$ cat config.mk
export PLATFORM = sky130hd
export DESIGN_NAME = neuron_argmax
export DESIGN_NICKNAME = d
export VERILOG_FILES = /design/src/rtl/neuron_argmax_pkg.sv /design/src/rtl/argmax_cmp_sel.sv /design/src/rtl/neuron_argmax.sv
export SDC_FILE = /design/constraint.sdc
export NUM_CORES = 1
export LEC_CHECK = 0
export ABC_CLOCK_PERIOD_IN_PS = 5150
export BUFFER_PORTS_ARGS = -buffer_cell sky130_fd_sc_hd__buf_4
export CORE_MARGIN = 2
export CORE_UTILIZATION = 28
export DETAILED_ROUTE_END_ITERATION = 8
export SYNTH_ARGS = -nofsm -noshare
export SYNTH_HDL_FRONTEND = slang
export SYNTH_SLANG_ARGS = --single-unit
$ cat constraint.sdc
create_clock -name clk -period 5.15 [get_ports clk]
set_input_delay 1.2875 -clock clk [delete_from_list [all_inputs] [get_ports clk]]
set_output_delay 1.2875 -clock clk [all_outputs]
set_load 0.01 [all_outputs]
$ cat src/rtl/neuron_argmax_pkg.sv
// Shared constants and state encoding for the neuron-layer argmax block.
// Sums are two's-complement 8.18 fixed point.
package neuron_argmax_pkg;

    localparam int NUM_NEURONS  = 10;
    localparam int OUTPUT_WIDTH = 26;
    localparam int IDX_WIDTH    = 4;
    localparam int FRAC_BITS    = 18;

    typedef enum logic [1:0] {
        IDLE   = 2'd0,
        SCAN   = 2'd1,
        RESULT = 2'd2,
        CLEAR  = 2'd3
    } state_t;

endpackage

$ cat src/rtl/argmax_cmp_sel.sv
// Signed strict-greater compare/select for one argmax step.
// A tie keeps the current best, which always holds the lower index.
module argmax_cmp_sel #(
    parameter int VAL_W = 26,
    parameter int IDX_W = 4
) (
    input  logic [VAL_W-1:0] cand_val,
    input  logic [IDX_W-1:0] cand_idx,
    input  logic [VAL_W-1:0] best_val,
    input  logic [IDX_W-1:0] best_idx,
    output logic [VAL_W-1:0] next_val,
    output logic [IDX_W-1:0] next_idx
);

    // Replace the best only when the candidate is strictly larger.
    always_comb begin
        next_val = best_val;
        next_idx = best_idx;
        if ($signed(cand_val) > $signed(best_val)) begin
            next_val = cand_val;
            next_idx = cand_idx;
        end else begin
            next_val = best_val;
            next_idx = best_idx;
        end
    end

endmodule

$ cat src/rtl/neuron_argmax.sv
// Snapshots all neuron sums once the layer is done, scans them one per clock,
// and hands the winning class index and value downstream over valid/ready.
module neuron_argmax #(
    parameter int NUM_NEURONS  = neuron_argmax_pkg::NUM_NEURONS,
    parameter int OUTPUT_WIDTH = neuron_argmax_pkg::OUTPUT_WIDTH,
    parameter int IDX_WIDTH    = neuron_argmax_pkg::IDX_WIDTH
) (
    input  logic                              clk,
    input  logic                              rst,
    input  logic [NUM_NEURONS*OUTPUT_WIDTH-1:0] NEURON_OUTS,
    input  logic [NUM_NEURONS-1:0]            NEURON_DONE,
    input  logic                              RESULT_READY,
    output logic                              RESULT_VALID,
    output logic [IDX_WIDTH-1:0]              CLASS_OUT,
    output logic [OUTPUT_WIDTH-1:0]           MAX_VAL,
    output logic                              BUSY
);

    import neuron_argmax_pkg::*;

    state_t                  state_r;
    logic [OUTPUT_WIDTH-1:0] snap_r [NUM_NEURONS];
    logic [IDX_WIDTH-1:0]    idx_r;
    logic [OUTPUT_WIDTH-1:0] best_val_r;
    logic [IDX_WIDTH-1:0]    best_idx_r;
    logic                    valid_r;
    logic [IDX_WIDTH-1:0]    class_r;
    logic [OUTPUT_WIDTH-1:0] max_r;
    logic                    busy_r;

    logic                    all_done_s;
    logic [OUTPUT_WIDTH-1:0] cand_val_s;
    logic [OUTPUT_WIDTH-1:0] next_val_s;
    logic [IDX_WIDTH-1:0]    next_idx_s;

    assign all_done_s = &NEURON_DONE;
    assign cand_val_s = snap_r[idx_r];

    argmax_cmp_sel #(
        .VAL_W (OUTPUT_WIDTH),
        .IDX_W (IDX_WIDTH)
    ) u_cmp_sel (
        .cand_val (cand_val_s),
        .cand_idx (idx_r),
        .best_val (best_val_r),
        .best_idx (best_idx_r),
        .next_val (next_val_s),
        .next_idx (next_idx_s)
    );

    // Control FSM, snapshot bank, scan counter and registered result outputs.
    always_ff @(posedge clk or negedge rst) begin
        if (!rst) begin
            state_r    <= IDLE;
            for (int k = 0; k < NUM_NEURONS; k++) begin
                snap_r[k] <= {OUTPUT_WIDTH{1'b0}};
            end
            idx_r      <= {IDX_WIDTH{1'b0}};
            best_val_r <= {OUTPUT_WIDTH{1'b0}};
            best_idx_r <= {IDX_WIDTH{1'b0}};
            valid_r    <= 1'b0;
            class_r    <= {IDX_WIDTH{1'b0}};
            max_r      <= {OUTPUT_WIDTH{1'b0}};
            busy_r     <= 1'b0;
        end else begin
            case (state_r)
                IDLE: begin
                    if (all_done_s) begin
                        for (int k = 0; k < NUM_NEURONS; k++) begin
                            snap_r[k] <= NEURON_OUTS[k*OUTPUT_WIDTH +: OUTPUT_WIDTH];
                        end
                        // Neuron 0 seeds the best, so the scan starts at index 1.
                        best_val_r <= NEURON_OUTS[OUTPUT_WIDTH-1:0];
                        best_idx_r <= {IDX_WIDTH{1'b0}};
                        idx_r      <= IDX_WIDTH'(1);
                        busy_r     <= 1'b1;
                        state_r    <= SCAN;
                    end else begin
                        state_r <= IDLE;
                    end
                end
                SCAN: begin
                    best_val_r <= next_val_s;
                    best_idx_r <= next_idx_s;
                    idx_r      <= idx_r + IDX_WIDTH'(1);
                    if (idx_r == IDX_WIDTH'(NUM_NEURONS - 1)) begin
                        class_r <= next_idx_s;
                        max_r   <= next_val_s;
                        valid_r <= 1'b1;
                        state_r <= RESULT;
                    end else begin
                        state_r <= SCAN;
                    end
                end
                RESULT: begin
                    if (RESULT_READY) begin
                        valid_r <= 1'b0;
                        // Done bits still held means the same image: wait them out.
                        if (all_done_s) begin
                            state_r <= CLEAR;
                        end else begin
                            state_r <= IDLE;
                            busy_r  <= 1'b0;
                        end
                    end else begin
                        valid_r <= 1'b1;
                    end
                end
                CLEAR: begin
                    if (!all_done_s) begin
                        state_r <= IDLE;
                        busy_r  <= 1'b0;
                    end else begin
                        state_r <= CLEAR;
                    end
                end
                default: begin
                    state_r <= IDLE;
                    valid_r <= 1'b0;
                    busy_r  <= 1'b0;
                end
            endcase
        end
    end

    assign RESULT_VALID = valid_r;
    assign CLASS_OUT    = class_r;
    assign MAX_VAL      = max_r;
    assign BUSY         = busy_r;

endmodule

==> impl_metrics.ini <==
[run_status]
status = finished clean

[placed_design]
portBuffers = 304
post_dp_cell_area_um2 = 18400
hpwl_mm = 35.9
gp_congestion = 0.902

[synth]
syn_area_um2 = 15300
synth_warnings = 0
syn_area_per_cell_um2 = 9.60
synth_cells = 1596
synth_flop_cell = dfrtp_1
synth_edf_count = 0
ys_seq_area_frac = 0.536
synth_nets = 1897
synth_seq_cells = 328
postSynth.asyncResetShare = 1.00
synthDistinctLibCells = 40

[setup_path]
crit_path_max_incr_delay_ns = 0.89
crit_fanout = 30
worstPathBufferInverterCount = 1
r2r_slack_ns = 0.29
rr_startpoint = idx_r[0]
cpLargestDelayFamily = compound AO/OA/AOI/OAI gates
cp_cell_sequence = buf_4 -> mux4_2 -> a221oi_1 -> a21oi_1 -> ha_1 -> nand4_1 -> nor3_2 -> nand4_1 -> o41a_1 -> mux2i_4 -> a21o_1 -> a221o_1
cp-end-kind = flip-flop
critPathRequiredTime_ns = 5.63
crit_path_top_delay_cell = a21o_1
crit_type = flip-flop to flip-flop
crit_start = idx_r[0]
r2r_end = best_val_r[5]
startpoint_type = flip-flop
crit_arrival_ns = 5.34
path_common_cell = nand4_1
worstRegToRegCells = 12

[grt]
use_met3 = 0.0376
grt_pass1_vias = 12700
grt_pass1_wl_mm = 75.3
met1_usage = 0.252
grt-ovfl-total = 0
grt_max_degree = 263
busiest_layer = met2
grtUsageMet2 = 0.258
antenna_found_initial = 4
track_usage = 0.174

[power]
power.share.switching = 0.327
pwr-share-seq = 0.363
p_total_uw = 8140
peakVddDrop_uv = 218
leakagePower_uw = 0.0105
p_int_uw = 5480
p_sw_uw = 2660
combPwrFrac = 0.307
p_clk_frac = 0.331
power_density_nw_per_um2 = 415

[clock_tree]
cts_tree = yes
clockBufferDepth = 3
numCtsBuffers = 39
clk_pin_slew_ns = 0.06
ctsHoldBuffers = 0
clock_sinks = 328
clk_latency_ns = 0.55
cts_root_buf = clkbuf_16
cts_htree_levels = 2

[final_layout]
drive_gt1_frac = 0.251
antenna_cells = 0
utilization = 0.364
area_delta_synth_final_pct = 27.9
n_fill_cell = 5490
layout.nets = 2162
design_area_um2 = 19600

[min_path]
hp-class = flip-flop to flip-flop
hold_depth = 2
whs_endpoint = snap_r[18]
hp-start = snap_r[18]

[route]
wl_mm = 49.5
drt_first_pass_iters = 5
ant_nets = 0
remaining_drc_errors = 0
via_count = 12300
routedWlPerCell_um = 19.2
avgViaCountPerCell = 4.75
drtIter0Drc = 924

[floorplanning]
initial_core_util = 0.284
coreArea_um2 = 53900
io_pins = 305
rows = 85
die_x_um = 238
die_area_um2 = 56600
die_h_um = 238

[timing]
max_freq_mhz = 206
setup_viol = 0
drv_slew = 0
slew_headroom = 0.255
period_share = 0.944
fin_hold_ws_ns = 0.468
hold_violations = 0
tightest_slew_ns = 1.12
rsz0062_at_grt = false
period_minus_slack_ns = 4.86
fin_skew_ns = 0.0181
fin_setup_tns_ns = 0

[flow_run]
drv_cap = 0
==> synth_stat cells (2+ instances only) <==
library cell    n  area [um2]
a221oi_1       26         228
a211oi_1        3        22.5
buf_4           3        22.5
a221o_1        27         270
nor2_1          8        30.0
nand2_1       768        2880
mux2i_1        28         280
a21oi_1        36         180
buf_6           3        33.8
nor3_1          2        10.0
nand3_1         3        15.0
a22o_1          4        35.0
o21ai_0        37         185
clkbuf_1       84         315
buf_1           5        18.8
mux4_2         52        1170
nand2b_1        4        25.0
inv_1          33         124
a21o_1         29         218
or3_1           2        12.5
buf_2           8        40.0
dfrtp_1       328        8210
and2_1         26         163
ha_1           28         350
mux2_2         26         293
nand4_1         9        56.3
==> routing by layer <==
layer	routed length [um]	vias up
met2	21600	364
li1	-	5808
met5	46	-
met1	23100	6016
met4	1370	8
met3	3340	76
==> worst max path at each step <==
stage | to | slack, ns | cells after the start
floorplan | best_val_r[19] | 1.10 | 15
global placement | best_val_r[4] | 0.02 | 14
detailed placement | best_val_r[5] | -0.009 | 14
CTS | best_val_r[15] | 0.13 | 14
global route | best_val_r[5] | 0.02 | 12
finish | best_val_r[5] | 0.29 | 12
==> sequential cells by signal (all words and copies together), names as in the netlist <==
| signal | flops |
|---|---|
| BUSY | 1 |
| CLASS_OUT | 4 |
| MAX_VAL | 26 |
| RESULT_VALID | 1 |
| best_idx_r | 4 |
| best_val_r | 26 |
| idx_r | 4 |
| snap_r | 260 |
| state_r | 2 |
==> power groups by stage <==
stage / registers, uW / clock network [uW] / logic [uW]
floorplan: 2840 / 0 / 1770
detailed placement: 3000 / 0 / 2480
CTS: 2950 / 2770 / 2500
global placement: 2990 / 0 / 2450
finish: 2950 / 2690 / 2500
global route: 2980 / 2860 / 2710
==> metrics by stage <==
| stage | worst slack [ns] | std cells |
|---|---|---|
| 3_5_place_dp | -0.00923 | 2516 |
| 5_1_grt | 0.0165 | 2581 |
| 3_3_place_gp | 0.0154 | 2516 |
| 2_1_floorplan | 1.10 | 1596 |
| 4_1_cts | 0.130 | 2581 |
| 6_report | 0.286 | 2581 |
==> cells in the final DEF (no fill, tap or decap), types with 3 or more instances in the layout <==
cell,count
a211oi_1,3
a21o_1,29
a21oi_1,36
a221o_1,27
a221oi_1,26
a22o_1,4
and2_1,26
buf_12,9
buf_4,317
clkbuf_1,8
clkbuf_16,41
clkbuf_8,8
clkinv_2,5
dfrtp_1,325
ha_1,28
inv_1,33
mux2_2,26
mux2i_1,28
mux4_2,52
nand2_1,768
nand2b_1,4
nand3_1,3
nand4_1,9
nor2_1,6
o21ai_0,37
==> cells by family (layout without fill, tap and decap cells) <==
logic type | Yosys count | in the layout | share of synthesized area
buffers and inverters | 137 | 426 | 0.0364
AND/OR/NAND/NOR | 826 | 826 | 0.210
flip-flops | 328 | 328 | 0.536
AO/OA/AOI/OAI | 169 | 169 | 0.0788
multiplexers | 107 | 107 | 0.115
XOR/XNOR | 1 | 1 | 0.000572
adder cells (fa/ha/maj) | 28 | 28 | 0.0229
==> repair_timing <==
| item | CTS | global route |
|---|---|---|
| setup endpoints to repair | 18 | 30 |
| cloned | 0 | 0 |
| resized for setup | 1 | 1 |
| buffers inserted | 0 | 0 |
==> worst register-to-register path, cell delays in order, from the launching register on <==
cell	delay (ns)
dfrtp_4	0.62
buf_4	0.27
mux4_2	0.51
a221oi_1	0.39
a21oi_1	0.14
ha_1	0.39
nand4_1	0.17
nor3_2	0.26
nand4_1	0.17
o41a_1	0.48
mux2i_4	0.19
a21o_1	0.89
a221o_1	0.31
==> cell type report <==
class	instances	area, um2	share of cell area
Sequential cell	328	8220	0.419
Multi-Input combinational cell	1131	6580	0.336
Tap cell	696	871	0.0444
Clock inverter	8	71.3	0.00364
Inverter	34	128	0.00651
Timing Repair Buffer	327	2570	0.131
Clock buffer	57	1170	0.0595
Note: power is estimated with default switching activity, not from simulation.
